[src/rtl/lfsr_rng.sv]
// lfsr_rng: XNOR Fibonacci-style LFSR with a bounded random-number draw FSM.
// A draw rejects out-of-range LFSR values (0 or above MAX_VAL) by advancing
// the LFSR. It falls back to num=1 with err=1 after 2^WIDTH rejections.
// Optional feature: define LFSR_LOCKUP_RECOVER_EN so that any advance from
// the all-ones lockup state produces 0 and sets the sticky lockup_seen flag.
module lfsr_rng #(
  parameter int unsigned      WIDTH   = 6,
  parameter logic [WIDTH-1:0] TAPS    = 6'b110000,
  parameter int unsigned      MAX_VAL = 63
) (
  input  logic             clk,
  input  logic             reset,
  input  logic             en,
  input  logic             load,
  input  logic [WIDTH-1:0] seed_in,
  input  logic             req,
  input  logic             ack,
  output logic [WIDTH-1:0] state_out,
  output logic [WIDTH-1:0] num,
  output logic             valid,
  output logic             busy,
  output logic             err,
  output logic             lockup_seen
);

  localparam logic [WIDTH:0]   ATT_LIMIT = {1'b1, {WIDTH{1'b0}}};
  localparam logic [WIDTH-1:0] MAXV      = WIDTH'(MAX_VAL);

  typedef enum logic [1:0] {IDLE, DRAW, DONE} fsm_t;

  fsm_t             fsm, fsm_nxt;
  logic [WIDTH-1:0] lfsr, lfsr_adv;
  logic [WIDTH:0]   att_cnt;
  logic             in_range;
  logic             draw_start, draw_accept, draw_reject, draw_fail;
  logic             adv;

  // Next LFSR value for one advance step
  always_comb begin
    lfsr_adv = {lfsr[WIDTH-2:0], ~^(lfsr & TAPS)};
`ifdef LFSR_LOCKUP_RECOVER_EN
    if (lfsr == '1) lfsr_adv = '0;
`endif
  end

  // FSM state register
  always_ff @(posedge clk or posedge reset) begin
    if (reset) fsm <= IDLE;
    else       fsm <= fsm_nxt;
  end

  // FSM next-state logic
  always_comb begin
    fsm_nxt = fsm;
    case (fsm)
      IDLE:    if (draw_start) fsm_nxt = DRAW;
      DRAW:    if (draw_accept || draw_fail) fsm_nxt = DONE;
      DONE:    if (ack) fsm_nxt = IDLE;
      default: fsm_nxt = IDLE;
    endcase
  end

  // FSM outputs and draw decisions; a load during DRAW freezes the draw for that cycle
  always_comb begin
    busy        = (fsm != IDLE);
    valid       = (fsm == DONE);
    in_range    = (lfsr != '0) && (lfsr <= MAXV);
    draw_start  = (fsm == IDLE) && req;
    draw_fail   = (fsm == DRAW) && !load && (att_cnt == ATT_LIMIT);
    draw_accept = (fsm == DRAW) && !load && (att_cnt != ATT_LIMIT) && in_range;
    draw_reject = (fsm == DRAW) && !load && (att_cnt != ATT_LIMIT) && !in_range;
    adv         = !load && (draw_accept || draw_reject || (en && (fsm != DRAW)));
  end

  // LFSR register: load beats any advance
  always_ff @(posedge clk or posedge reset) begin
    if (reset)     lfsr <= '0;
    else if (load) lfsr <= seed_in;
    else if (adv)  lfsr <= lfsr_adv;
  end

  // Attempt counter, drawn number and error flag
  always_ff @(posedge clk or posedge reset) begin
    if (reset) begin
      att_cnt <= '0;
      num     <= '0;
      err     <= 1'b0;
    end else begin
      if (draw_start) begin
        att_cnt <= '0;
        err     <= 1'b0;
      end
      if (draw_reject) att_cnt <= att_cnt + 1'b1;
      if (draw_accept) num <= lfsr;
      if (draw_fail) begin
        num <= WIDTH'(1);
        err <= 1'b1;
      end
    end
  end

`ifdef LFSR_LOCKUP_RECOVER_EN
  logic lockup_q;

  // Sticky flag set whenever an advance leaves the all-ones state
  always_ff @(posedge clk or posedge reset) begin
    if (reset)                    lockup_q <= 1'b0;
    else if (adv && lfsr == '1)   lockup_q <= 1'b1;
  end

  assign lockup_seen = lockup_q;
`else
  assign lockup_seen = 1'b0;
`endif

  assign state_out = lfsr;

endmodule

[config.mk]
export PLATFORM = sky130hd
export DESIGN_NAME = lfsr_rng
export DESIGN_NICKNAME = d
export VERILOG_FILES = /design/src/rtl/lfsr_rng.sv
export SDC_FILE = /design/constraint.sdc
export NUM_CORES = 1
export LEC_CHECK = 0
export ABC_AREA = 1
export ABC_CLOCK_PERIOD_IN_PS = 2350
export BUFFER_PORTS_ARGS = -buffer_cell sky130_fd_sc_hd__clkbuf_2
export CORE_UTILIZATION = 57
export DETAILED_ROUTE_END_ITERATION = 16
export GPL_ROUTABILITY_DRIVEN = 0
export PLACE_DENSITY = 0.83
export SYNTH_ARGS = -nofsm -noshare
export SYNTH_HDL_FRONTEND = slang
export SYNTH_SLANG_ARGS = --single-unit
export TNS_END_PERCENT = 20
[constraint.sdc]
create_clock -name clk -period 2.35 [get_ports clk]
set_input_delay 0.3525 -clock clk [delete_from_list [all_inputs] [get_ports clk]]
set_output_delay 0.3525 -clock clk [all_outputs]
set_load 0.05 [all_outputs]
==> reports/metrics.yaml <==
dieHeight_um: 49.9
post-synth-top-area-cell: "sky130_fd_sc_hd__dfrtp_1"
io_pins: 28
main_area_contributors_after_synthesis: "sky130_fd_sc_hd__dfrtp_1 (42%), sky130_fd_sc_hd__nand2_1 (18%), sky130_fd_sc_hd__nand3_1 (8.8%)"
drt-wirelength-per-cell_um: 11.7
seq_area_frac_synth_pct: 42.1
grt.total_usage_pct: 24.3
postSynthNetCount: 187
start_util_pct: 63.5
outcome: "finished clean"
postCtsSetupBuffers: 0
worst_ir_drop_vdd_uv: 864
grt_pass1_vias: 1062
cts_buffer_depth: 2
count_of_mapped_cells_out_of_synthesis: 172
detailed_place_hpwl_um: 2000
mostFrequentLayoutCell: "sky130_fd_sc_hd__nand2_1"
layout.core_utilization_pct: 71.7
postRouteAntennaNets: 0
cts.reportedPaths.clkPinSlew_ns: 0.14
regToRegStartpoint: "att_cnt[0]"
report.final.hold_viol_count: 0
maxCapViolations: 0
die_area_sq_um: 2490
slowest_delay_ns: 0.43
drt_pre_antenna_iters: 4
timing.setup.tns_ns: 0
whs_ns: 0.149
clkSinkCount: 22
dpl-instance-area_sq_um: 1440
clk_latency_ns: 0.32
tritoncts: "yes"
first_pass_grt_wire_length_um: 4600
synth_top_area_share_pct: 42.1
clock_tree.htree_level_count: 1
worst_path_dominant_cell_family: "flip-flops"
crit_path_cell_trace: "nor2_1 -> clkbuf_2"
critical_path.max_fanout: 3
worst-path-buf-inv: 1
grt_start_max_net_pins: 23
timing.critical_path.to_type: "primary output"
synth_area_per_cell_sq_um: 7.61
detail_route.drc_violations: 0
max-slew-margin-rel_pct: 44.1
totalWireLength_um: 2630
inserted_clock_buffers: 3
synth_cell_types: 21
antenna_violations_before_repair: 0
post_cts_resized: 0
grt.overflow.total: 0
cpMaxStageDelayCell: "sky130_fd_sc_hd__dfrtp_1"
cts-root-buf: "sky130_fd_sc_hd__clkbuf_4"
core_area_sq_um: 2060
multiInputGateArea_sq_um: 637
route.detailed.vias_per_inst: 5.02
fin_crit_ns: 1.56
worst-path-stages: 2
timing.clock.skew_ns: 0.0157
synth-seq-cells: 22
min_period_over_period_pct: 66.2
cts_hold_buf: 0
drive_gt1_share_pct: 23.2
layout_common_cells: "sky130_fd_sc_hd__nand2_1 (63), sky130_fd_sc_hd__clkbuf_2 (26), sky130_fd_sc_hd__nand3_1 (23)"
drt_iter0_markers: 23
p_total_mw: 1.53
power.density_nw_per_um2: 1040
die_x_um: 49.9
startpoint_type_of_the_worst_setup_path: "register"
synth-warning-count: 0
fp-row-count: 16
leakage_nw: 0.863
fillCellCount: 151
synthToLayoutAreaGrowth_pct: 12.9
final_net_count: 214
max_freq_ghz: 0.643
timing.critical_path.arrival_ns: 1.20
reg2reg_depth: 8
unrepaired_setup_endpoints_after_global_routing: "false"
port_buffers: 26
antenna_cells_inserted: 0
timing.final.max_slew_violations: 0
worstSetupPathType: "register to primary output"
min_path_type: "input pin to async pin"
report.final.setup_viol: 0
netlist_area_sq_um: 1310
layout.cell_area.non_filler_sq_um: 1480
tightestPinTransition_ns: 0.837
detailroute.via_count: 1129
area.sequential_sq_um: 551
crit_required_ns: 2.00
worstSetupStartpoint: "fsm[0]"
power by group:
part           switching (mW)  total, mW  internal, mW
Sequential             0.0851      0.558         0.473
Combinational           0.578      0.754         0.176
Clock                   0.125      0.220        0.0948
kinds of logic after synthesis:
logic type,count (synthesis),synth area share [%]
flip-flops,22,42.1
AO/OA/AOI/OAI,6,2.29
buffers and inverters,28,9.27
other,1,0.287
AND/OR/NAND/NOR,109,41.2
XOR/XNOR,3,2.01
adder cells (fa/ha/maj),3,2.87
worst reg2reg max path, delay by kind of cell (launching register included):
kind | cells | cell delay (ns)
flops | 1 | 0.45
buf+inv | 1 | 0.10
fa+ha+maj | 1 | 0.14
simple gates | 6 | 0.76
state kept, by name, indices dropped and copies added, names as in the netlist:
| register | flops |
|---|---|
| att_cnt | 7 |
| num | 6 |
| state_out | 6 |
| fsm | 2 |
| err | 1 |
area by class of cell:
type	instances	share of cell area, %
clock buffer	4	2.46
inverter	24	6.10
tap	27	2.29
timing repair buffer	26	8.81
multi-input combinational	122	43.1
sequential	22	37.3
routing by layer:
layer | vias up | track usage (%) | wire, um
met3 | 5 | 3.70 | 114
met5 | - | 0 | 0
met4 | 0 | 8.57 | 39
met2 | 32 | 39.6 | 1260
li1 | 588 | - | -
met1 | 504 | 32.6 | 1220
through the flow:
stage          cells  setup slack (ns)
2_1_floorplan    172             0.775
3_3_place_gp     221             0.919
3_5_place_dp     221             0.870
4_1_cts          225             0.783
5_1_grt          225             0.690
6_report         225             0.794
synth_stat cells, drive strengths merged:
cell type  count
ha             3
nand4          2
dfrtp         22
conb           1
xor2           3
buf            3
nor2          11
and2b          1
nand2         66
inv           22
clkbuf         1
o21ai          6
clkinv         2
nand3         29
path summary, 6_finish.rpt:
check / endpoint / slack, ns
worst max-delay path: valid / 0.79
worst min-delay path: fsm[1] / 0.15
worst max register to register: state_out[3] / 0.85
worst min register to register: num[0] / 0.49
max in group asynchronous: att_cnt[2] / 1.67
min in group clk: fsm[1] / 0.32
No activity file was read; power rests on OpenSTA's default activity.
